[config.mk]
export PLATFORM = sky130hd
export DESIGN_NAME = csr_exec
export DESIGN_NICKNAME = d
export VERILOG_FILES = /design/src/rtl/csr_exec.sv
export SDC_FILE = /design/constraint.sdc
export NUM_CORES = 1
export LEC_CHECK = 0
export CAP_MARGIN = 20
export CORE_MARGIN = 2
export CORE_UTILIZATION = 31
export DETAILED_ROUTE_END_ITERATION = 7
export SLEW_MARGIN = 20
export SYNTH_ARGS = -nofsm -noshare
export SYNTH_HDL_FRONTEND = slang
export SYNTH_SLANG_ARGS = --single-unit
[constraint.sdc]
create_clock -name CLK -period 1.7 [get_ports CLK]
set_clock_uncertainty 0.05 [all_clocks]
set_input_delay 0.34 -clock CLK [delete_from_list [all_inputs] [get_ports CLK]]
set_output_delay 0.34 -clock CLK [all_outputs]
set_load 0.005 [all_outputs]
[src/rtl/csr_exec.sv]
// csr_exec: execute-stage sequencer for Zicsr instructions.
// Accepts one decoded CSR op, reads the CSR, issues at most one write strobe
// with the read-modify-write value, then returns the old value to writeback.
module csr_exec #(
    parameter int unsigned MXLEN = 32
) (
    input  logic             CLK,
    input  logic             reset,
    input  logic             op_valid,
    output logic             op_ready,
    input  logic [2:0]       op_funct3,
    input  logic [11:0]      op_csr_addr,
    input  logic [4:0]       op_rs1_idx,
    input  logic [MXLEN-1:0] op_rs1_data,
    input  logic [4:0]       op_zimm,
    input  logic [4:0]       op_rd_idx,
    output logic [11:0]      csr_addr,
    input  logic [MXLEN-1:0] csr_rdata,
    input  logic             csr_illegal,
    output logic [MXLEN-1:0] csr_wdata,
    output logic             csr_we,
    output logic             rd_we,
    output logic [4:0]       rd_idx,
    output logic [MXLEN-1:0] rd_data,
    output logic             exc_illegal,
    output logic             done
);

    localparam logic [1:0] IDLE  = 2'd0;
    localparam logic [1:0] READ  = 2'd1;
    localparam logic [1:0] WRITE = 2'd2;
    localparam logic [1:0] RESP  = 2'd3;

    logic [1:0]       state_q, state_d;
    logic [2:0]       funct3_q;
    logic [11:0]      addr_q;
    logic [4:0]       rs1_idx_q;
    logic [MXLEN-1:0] rs1_data_q;
    logic [4:0]       zimm_q;
    logic [4:0]       rd_idx_q;
    logic [MXLEN-1:0] old_q;
    logic             illegal_q;

    logic             funct3_bad;
    logic             do_write;
    logic [MXLEN-1:0] src;
    logic [MXLEN-1:0] new_val;

    // Operand selection, write qualification and read-modify-write value.
    always_comb begin
        funct3_bad = (funct3_q[1:0] == 2'b00);
        src        = funct3_q[2] ? {{(MXLEN-5){1'b0}}, zimm_q} : rs1_data_q;
        if (funct3_q[1:0] == 2'b01) begin
            do_write = 1'b1;
        end else if (funct3_q[2]) begin
            do_write = (zimm_q != 5'd0);
        end else begin
            do_write = (rs1_idx_q != 5'd0);
        end
        case (funct3_q[1:0])
            2'b01:   new_val = src;
            2'b10:   new_val = old_q | src;
            2'b11:   new_val = old_q & ~src;
            default: new_val = '0;
        endcase
    end

    // Fixed four-state walk; illegal ops still traverse every state.
    always_comb begin
        state_d = state_q;
        case (state_q)
            IDLE:    if (op_valid) state_d = READ;
            READ:    state_d = WRITE;
            WRITE:   state_d = RESP;
            default: state_d = IDLE;
        endcase
    end

    // State, op latch on accept and old-value/illegal capture in READ.
    always_ff @(posedge CLK) begin
        if (reset) begin
            state_q    <= IDLE;
            funct3_q   <= 3'd0;
            addr_q     <= 12'd0;
            rs1_idx_q  <= 5'd0;
            rs1_data_q <= '0;
            zimm_q     <= 5'd0;
            rd_idx_q   <= 5'd0;
            old_q      <= '0;
            illegal_q  <= 1'b0;
        end else begin
            state_q <= state_d;
            if (state_q == IDLE && op_valid) begin
                funct3_q   <= op_funct3;
                addr_q     <= op_csr_addr;
                rs1_idx_q  <= op_rs1_idx;
                rs1_data_q <= op_rs1_data;
                zimm_q     <= op_zimm;
                rd_idx_q   <= op_rd_idx;
            end
            if (state_q == READ) begin
                // Read data of a malformed funct3 is discarded.
                old_q     <= funct3_bad ? '0 : csr_rdata;
                illegal_q <= csr_illegal | funct3_bad
                             | (do_write && addr_q[11:10] == 2'b11);
            end
        end
    end

    // Strobes are masked by reset so an aborted op never writes or retires.
    always_comb begin
        op_ready    = (state_q == IDLE);
        csr_addr    = addr_q;
        csr_wdata   = new_val;
        csr_we      = (state_q == WRITE) && !reset && do_write && !illegal_q;
        done        = (state_q == RESP) && !reset;
        rd_we       = done && !illegal_q && (rd_idx_q != 5'd0);
        exc_illegal = done && illegal_q;
        rd_idx      = rd_idx_q;
        rd_data     = illegal_q ? '0 : old_q;
    end

endmodule

==> out/results.ini, run 1 <==
[outcome]
status=finished, violations left
violations=setup timing

[worst_setup_path]
critPathMaxStageDelay_ps=390
start_kind=flop
slowest_stage=dfxtp_4
critPathKind=flop to primary output
critPathMaxFanout=4
arrival_ps=1560
crit_chain=clkbuf_16, buf_6, mux2i_4, nand3_2, o21ai_2, buf_2
crit_path_end_kind=primary output
required_ps=1310

[logic_synthesis]
synth_area_per_cell_um2=7.547
synth_edf_count=0
synthArstFlopShare_pct=0
syn_nets=692
synth-seq-cells=97
ys.flop_type=dfxtp_1
yosys_warnings=0
netlist_area_um2=4453
synth-seq-area-share_pct=43.61
syn_inst=590
ys_types=26

[placed_design]
port_buffers=183
place_hpwl_mm=10.85
post_dp_cell_area_um2=6676
place_congestion=0.8673

[routing]
vias=4885
wire_per_inst_um=16.42
vias_per_cell=4.954
routed_wl_mm=16.19
firstDrtPassIters=5
ant_nets=0
drc_errors=0
drt_iter0_markers=365

[clock_network]
hold_buffers=0
cts.sinks=97
cts_buffer_depth=2
cts_made_buffers=9
cts_max_level=3
path_clk_slew_ps=70
cts_tree=built
cts_root_buffer=clkbuf_16
clk_latency_ps=340

[sta]
tightestPinTransition_ps=485.4
final-max-slew-violation-count=0
layout_worst_path_cycle_share_pct=114.6
setup_viol=35
min_period_ps=1948
slew_headroom_pct=67.64
fmax_ghz=0.5133
setup_slack_ps=-248.3
rsz0062_at_grt=yes
finalHoldViolCount=0

[floorplanning]
coreArea_um2=13930
die_area_um2=15340
dieHeight_um=123.9
io_pins=184
start_util_pct=31.96
num_rows=43
die_x_um=123.9

[pwr]
peakVddDrop_mv=0.5307
p_per_area_nw_per_um2=1227
power_leakage_uw=0.003136

[finish]
n_fill_cell=1305
final_core_util_pct=54.68
design_area_um2=7620
drive_gt1_share_pct=22.73
fin_nets=902
syn_to_final_growth_pct=71.12

[hold_path]
hold_path_class=input port to flop

[grt]
antenna_found_initial=1
grt_use_total_pct=20.10
first_global_vias=4751
grt.overflow.total=0
grt_pass1_wl_mm=23.88
grt_max_degree=45

[flow_run]
cap_violations=0

-- cell usage in the layout, fill, tap and decap left out, drive strengths merged, types with 27 or more instances in the layout --
| master | instances |
|---|---|
| a21oi | 96 |
| buf | 93 |
| clkdlybuf4s50 | 111 |
| dfxtp | 97 |
| dlygate4sd2 | 30 |
| inv | 31 |
| nand2 | 127 |
| nor2 | 38 |
| nor2b | 65 |
| o211ai | 27 |
| o31ai | 27 |
-- routing by layer --
| layer | vias up | wire length (µm) | global-route usage, % | share of wire (%) |
|---|---|---|---|---|
| met2 | 187 | 7804 | 34.41 | 48 |
| met3 | 30 | 1000 | 4.029 | 6.2 |
| met1 | 2281 | 6961 | 24.79 | 43 |
| met5 | - | 0 | 0 | 0 |
| met4 | 0 | 421 | 7.813 | 2.6 |
| li1 | 2387 | - | - | - |
-- cell usage after synthesis (2+ instances only) --
cell	instances	area, µm²
a21oi_1	96	480.5
and2_1	2	12.51
buf_2	18	90.09
clkbuf_1	29	108.9
dfxtp_1	97	1942
ha_1	4	50.05
inv_1	31	116.4
mux2i_1	6	60.06
nand2_1	127	476.7
nand2b_1	2	12.51
nand3_1	5	25.02
nor2_1	38	142.6
nor2b_1	65	406.6
o211ai_1	27	202.7
o21ai_0	5	25.02
o31ai_1	27	202.7
or4_1	2	15.01
-- registers in the layout, summed over array words and instances, names as in the netlist --
register and flops:
illegal_q 1, zimm_q 5, old_q 32, csr_addr 12
state_q 2, rs1_idx_q 5, rd_idx 5, rs1_data_q 32
funct3_q 3
-- cell type report --
cell class	instances	area, µm²	area share, %
multi-input combinational	415	2560	33.60
sequential	97	1964	25.78
antenna	1	2.502	0.03284
tap	180	225.2	2.956
clock buffer	10	239.0	3.136
inverter	31	116.4	1.527
timing repair buffer	246	2407	31.59
clock inverter	6	105.1	1.379
-- where the power goes --
group          total (µW)  internal (µW)  switching [µW]  leakage [µW]
clock                2330           1470             860      0.000172
combinational        4060           1980            2080       0.00217
sequential           2960           2680             284      0.000797
total                9350           6130            3220       0.00314
-- per-stage QoR --
step	power (µW)	hold WS [ps]	TNS (ps)	setup slack, ps	std cells
floorplan	4527	380.8	0	223.0	590
global placement	6079	392.1	-7512	-260.5	945
detailed placement	6167	397.1	-8075	-278.3	945
CTS	9016	388.3	-6608	-323.3	980
global route	9885	414.8	-8263	-323.6	986
finish	9351	393.6	-6244	-248.3	986
-- path summary, 6_finish.rpt --
check                 startpoint             end  slack [ps]  depth (start not counted)
hold / removal             reset    csr_addr[10]         390                          3
setup reg to reg       zimm_q[0]       illegal_q         200                          4
setup / recovery     funct3_q[2]    csr_wdata[3]        -250                          6
hold reg to reg   rs1_data_q[13]  rs1_data_q[13]         400                          2
-- repair_timing --
action,in CTS,in global routing
endpoints found under the setup margin,90,65
cloned,5,3
buffers inserted,14,3
resized for setup,243,52
pin swaps,29,18
-- critical path, delay by kind of cell, from the launching register on --
family | cells | cell delay (ps)
buffers and inverters | 3 | 410
flip-flops | 1 | 390
multiplexers | 1 | 240
AND/OR/NAND/NOR | 1 | 90
AO/OA/AOI/OAI | 1 | 80
-- logic make-up (layout without fill, tap and decap cells) --
group / Yosys count / after routing / synth area share (%)
compound gates: 162 / 162 / 21.97
flops: 97 / 97 / 43.61
xor+xnor: 1 / 1 / 0.1967
buf+inv: 78 / 293 / 7.081
fa+ha+maj: 4 / 4 / 1.124
simple gates: 242 / 242 / 24.67
mux: 6 / 6 / 1.349
other cells: 0 / 1 / 0
Power figures use the tool's default switching activity.
==> inputs of run 2 (changes only) <==
- REMOVE_ABC_BUFFERS: unset -> 1
==> run 2 against run 1 <==
The run still ends with setup timing left. Largest power group unchanged. Combinational power fell by 4%. Sequential power about the same. Hold slack worse by 110 ps.
==> out/results.ini, run 2 (synthesis gave the netlist of run 1 again) <==
[outcome]
status=finished, violations left
violations=setup timing

[routing]
drt_iter0_markers=215  ; -41%
ant_nets=0  ; unchanged
routed_wl_mm=15.59  ; -3.7%
wire_per_inst_um=15.82  ; -3.6%
vias=4771  ; -2.3%
firstDrtPassIters=4  ; -1
vias_per_cell=4.844  ; -2.2%
drc_errors=0  ; unchanged

[placed_design]
place_congestion=0.8090  ; -6.7%
place_inst=948  ; +0.32%
post_dp_cell_area_um2=6699  ; +0.34%
place_hpwl_mm=10.03  ; -7.6%
port_buffers=183  ; unchanged
dp_slack_ps=-282.2  ; -3.926 ps

[sta]
setup_viol=34  ; -2.9%
holdWs_ps=280.9  ; -112.7 ps
finalHoldViolCount=0  ; unchanged
final-max-slew-violation-count=0  ; unchanged
slew_headroom_pct=63.25  ; -4.4 points
min_period_ps=1951  ; +3.121 ps
layout_worst_path_cycle_share_pct=114.8  ; +0.18 points
setup_slack_ps=-251.5  ; -3.121 ps
rsz0062_at_grt=yes
fmax_ghz=0.5124  ; -0.16%
tightestPinTransition_ps=551.3  ; +65.89 ps

[grt]
met3_usage_pct=4.121  ; +0.092 points
antenna_found_initial=0  ; -1
gr-max-usage-layer=met2
grt.overflow.total=0  ; unchanged
grt_max_degree=51  ; +13%
grtUsageMet2_pct=35.06  ; +0.65 points
grt_pass1_wl_mm=24.03  ; +0.61%
first_global_vias=4686  ; -1.4%
use_met1_pct=25.23  ; +0.43 points
grt_use_total_pct=20.34  ; +0.24 points

[clock_network]
cts.sinks=97  ; unchanged
cts_root_buffer=clkbuf_16
hold_buffers=0  ; unchanged
cts_buffer_depth=2  ; unchanged
cts_made_buffers=9  ; unchanged
cts_tree=built
cts_max_level=3  ; unchanged
path_clk_slew_ps=60  ; about the same
clk_latency_ps=340  ; about the same

[worst_setup_path]
critPathKind=flop to primary output
critPathMaxFanout=2  ; -2
start_kind=flop
arrival_ps=1560  ; about the same
r2r_slack_ps=100  ; -100 ps
rr_startpoint=state_q[1]
crit_path_end_kind=primary output
required_ps=1310  ; about the same
rr_worst_depth=7  ; +3
r2r-end=illegal_q

[pwr]
finalPower_uw=8960  ; -4.2%
p_per_area_nw_per_um2=1194  ; -2.7%
peakVddDrop_mv=0.6199  ; +17%
power_leakage_uw=0.003119  ; -0.55%

[finish]
n_fill_cell=1295  ; -0.77%
num_antenna_cells=0  ; -1
fin_nets=902  ; unchanged
final_cell_mix=nand2_1 (126), clkdlybuf4s50_1 (110), a21oi_1 (95), dfxtp_1 (86), nor2b_1 (63)
finalNonFillerCells=985  ; -0.10%
syn_to_final_growth_pct=68.56
design_area_um2=7506  ; -1.5%
drive_gt1_share_pct=22.73  ; unchanged
final_common_cell=nand2_1

[hold_path]
whs_endpoint=rd_idx[4]
hold_path_class=input port to flop
min_from=reset
min_delay_path_depth=3  ; unchanged

[floorplanning]
num_rows=43  ; unchanged
die_area_um2=15340  ; unchanged
start_util_pct=31.96  ; unchanged
coreArea_um2=13930  ; unchanged
dieHeight_um=123.9  ; unchanged
die_x_um=123.9  ; unchanged
io_pins=184  ; unchanged

[flow_run]
cap_violations=0  ; unchanged

## run 2: cell types whose count changed in the layout (fill, tap and decap cells not counted), moves of 3 or more
cell,change
buf_12,-4
buf_16,+4
buf_4,+6
buf_6,-3
dlygate4sd2_1,-6
nor2b_2,-3
o31ai_2,+7
o31ai_4,-6
## run 2: power breakdown
part           total (µW)  internal [µW]  switching [µW]
sequential           2960           2690             270
clock                2110           1260             845
combinational        3900           1870            2030
total                8960           5810            3150
## run 2: per-layer routing
layer	vias to the layer above	wire length, µm
met4	0	194
met5	-	0
li1	2383	-
met2	147	7500
met1	2227	6858
met3	14	1035
## run 2: timing repair
action	CTS	global route
buffers inserted	16	2
gates cloned	6	1
resized for setup	260	48
setup endpoints to repair	69	71
pin swaps	27	17
## run 2: stage by stage
step	setup TNS [ps]	utilization (%)
after global routing	-7230	53.87
final	-5215	53.87
after detailed placement	-10350	48.07
after global placement	-9245	48.07
after CTS	-6314	53.00
after floorplan	-67970	-
## run 2: critical path, stage by stage (launching register included)
cell and delay, ps:
dfxtp_1 310, o41a_1 450, a221oi_2 230, a21oi_2 100, buf_2 130
## run 2: cell type report
cell class | instances | area (µm²) | area share (%)
multi-input cells | 415 | 2514 | 33.49
repair buffers | 246 | 2374 | 31.62
flip-flops and latches | 97 | 1968 | 26.22
clock buffers | 14 | 274.0 | 3.651
well taps | 180 | 225.2 | 3.000
inverters | 31 | 116.4 | 1.550
clock inverters | 2 | 35.03 | 0.4667
## run 2: worst max path at each step
stage / from / end / cells after the start
6_report: zimm_q[4] / csr_we / 4
5_1_grt: funct3_q[2] / csr_wdata[10] / 6
4_1_cts: rs1_idx_q[2] / csr_we / 4
3_5_place_dp: zimm_q[4] / csr_we / 4
3_3_place_gp: zimm_q[4] / csr_we / 4
2_1_floorplan: funct3_q[1] / csr_wdata[0] / 2
==> inputs of run 3 (changes only) <==
- ABC_AREA: unset -> 1
==> run 3 against run 2 <==
The run still ends with setup timing left. Sequential cell count unchanged. Clock power down 5%. Combinational power grew 49%. Synthesized cell count increased by 2.4%. Die area increased by 1.5%. Via count decreased by 3.3%. Count of clock-buffer cells in the layout shrank 1. Critical path type unchanged.
==> out/results.ini, run 3 <==
[outcome]
status=finished, violations left
violations=setup timing

[logic_synthesis]
synth_largest_area_cell=dfxtp_1
ys_types=28  ; +7.7%
yosys_warnings=0  ; unchanged
syn_inst=604  ; +2.4%
synth_area_per_cell_um2=7.486  ; -0.81%
synth_edf_count=0  ; unchanged
synth_top_area_share_pct=42.94  ; -0.66 points
synth_area_leaders=dfxtp_1 (43%), nor2_1 (13%), o21ai_0 (6.8%)
yosys-top-cells-count=nor2_1 (160), dfxtp_1 (97), o21ai_0 (61), inv_1 (41), nand2_1 (37)
synthArstFlopShare_pct=0  ; unchanged
ys.flop_type=dfxtp_1
synth-seq-cells=97  ; unchanged
synth-seq-area-share_pct=42.94  ; -0.66 points
netlist_area_um2=4522  ; +1.5%
synth_most_common_cell=nor2_1

[worst_setup_path]
critPathKind=flop to primary output
arrival_ps=1410  ; -150 ps
start_kind=flop
crit_path_end_kind=primary output
rr_worst_depth=7  ; unchanged
required_ps=1310  ; about the same
critPathMaxFanout=7  ; +5

[clock_network]
clk_latency_ps=340  ; about the same
path_clk_slew_ps=60  ; about the same
cts.sinks=97  ; unchanged
cts_tree=built
hold_buffers=0  ; unchanged
cts_made_buffers=9  ; unchanged
cts_root_buffer=clkbuf_16
cts_buffer_depth=2  ; unchanged
cts_max_level=3  ; unchanged

[routing]
vias=4612  ; -3.3%
firstDrtPassIters=4  ; unchanged
ant_nets=0  ; unchanged
wire_per_inst_um=13.78  ; -13%
routed_wl_mm=13.49  ; -13%
drt_iter0_markers=198  ; -7.9%
drc_errors=0  ; unchanged
vias_per_cell=4.711  ; -2.7%

[pwr]
p_sw_share_pct=37.96  ; +2.8 points
power_leakage_uw=0.002985  ; -4.3%
intPower_uw=7052  ; +21%
combPwrFrac_pct=51.1  ; +7.6 points
pwr-share-clk_pct=17.7  ; -5.8 points
p_per_area_nw_per_um2=1610  ; +35%
peakVddDrop_mv=0.7906  ; +28%
finalPower_uw=11370  ; +27%
seqPwrFrac_pct=31.2  ; -1.8 points
power_switching_uw=4314  ; +37%

[sta]
slew_headroom_pct=62.65  ; -0.59 points
min_period_ps=1799  ; -152.8 ps
fin_setup_tns_ps=-2369  ; +2846 ps
rsz0062_at_grt=yes
finalHoldViolCount=0  ; unchanged
setup_slack_ps=-98.65  ; +152.8 ps
fmax_ghz=0.5560  ; +8.5%
layout_worst_path_cycle_share_pct=105.8  ; -9.0 points
setup_viol=33  ; -2.9%
tightestPinTransition_ps=560.2  ; +8.907 ps
final-max-slew-violation-count=0  ; unchanged

[flow_run]
cap_violations=0  ; unchanged

[grt]
antenna_found_initial=0  ; unchanged
grt_use_total_pct=17.35  ; -3.0 points
grt_pass1_wl_mm=22.20  ; -7.6%
grtUsageMet2_pct=29.93  ; -5.1 points
gr-max-usage-layer=met2
first_global_vias=4636  ; -1.1%
grt.overflow.total=0  ; unchanged
grt_max_degree=66  ; +29%
use_met1_pct=20.74  ; -4.5 points
met3_usage_pct=5.026  ; +0.90 points

[finish]
syn_to_final_growth_pct=56.09
final_common_cell=nor2_1
num_antenna_cells=0  ; unchanged
finalNonFillerCells=979  ; -0.61%
n_fill_cell=1458  ; +13%
seq_area_um2=1963  ; -0.25%
fin_nets=892  ; -1.1%
multi_input_area_um2=2273  ; -9.6%
final_core_util_pct=49.12  ; -4.7 points
drive_gt1_share_pct=21.76  ; -0.97 points
final_cell_mix=nor2_1 (155), clkdlybuf4s50_1 (113), dfxtp_1 (90), o21ai_0 (59), inv_1 (37)

[placed_design]
place_hpwl_mm=9.670  ; -3.6%
place_congestion=0.7921  ; -2.1%
place_inst=952  ; +0.42%
port_buffers=183  ; unchanged
dp_slack_ps=-411.1  ; -128.9 ps

[hold_path]
hold_path_class=flop to flop
min_delay_path_depth=2  ; -1

[floorplanning]
dieHeight_um=124.8  ; +0.75%
start_util_pct=31.47  ; -0.49 points
coreArea_um2=14370  ; +3.1%
die_x_um=124.8  ; +0.75%
num_rows=44  ; +2.3%
io_pins=184  ; unchanged
die_area_um2=15570  ; +1.5%

-- run 3: repair_timing --
item	4_1_cts	5_1_grt
gates resized for setup	209	34
hold endpoints to repair	0	0
pin swaps	9	12
setup buffers	9	0
gates cloned	2	1
setup endpoints to repair	69	36
-- run 3: cell type report --
class | count | area share, %
inverters | 45 | 2.429
clock inverters | 3 | 0.5673
repair buffers | 224 | 30.17
flip-flops and latches | 97 | 27.81
multi-input cells | 413 | 32.21
well taps | 184 | 3.262
clock buffers | 13 | 3.545
-- run 3: metal layers --
metal / vias up / wire length [µm]
met3: 15 / 876
li1: 2366 / -
met1: 2106 / 5843
met2: 125 / 6575
met5: - / 0
met4: 0 / 195
-- run 3: through the flow --
step	instance area, µm²	hold WS [ps]
after floorplan	4237	363.0
after global placement	6626	404.9
after detailed placement	6626	422.1
after CTS	6952	437.1
after global routing	7058	451.8
final	7058	432.6
-- run 3: final timing paths --
path / start / end / slack (ps)
setup / recovery: funct3_q[0] / csr_wdata[0] / -100
hold / removal: csr_addr[4] / csr_addr[4] / 430
setup reg to reg: state_q[1] / old_q[11] / 160
hold reg to reg: csr_addr[4] / csr_addr[4] / 430
-- run 3: worst max-delay path, stage by stage (launching register included) --
cell	delay [ps]
dfxtp_4	370
xnor2_4	150
buf_12	160
buf_4	140
o21ai_1	120
buf_2	140
-- run 3: cell families (layout without fill, tap and decap cells) --
kind of cell	count (synthesis)	after routing	share of synthesized area (%)
buffers and inverters	94	285	10.10
xor gates and xnor gates	1	1	0.3598
DFF	97	97	42.94
muxes	4	4	0.8855
AOI/OAI and AO/OA	168	168	23.85
and+or+nand+nor	236	236	20.75
adders and majority gates	4	4	1.107
-- run 3: power groups by stage --
stage                     combinational (µW)  clock (µW)  sequential, µW
after detailed placement                5530           0            3540
after CTS                               5710        2070            3530
after floorplan                         2640           0            3560
final                                   5810        2010            3550
after global routing                    6460        2190            3640
after global placement                  5460           0            3510
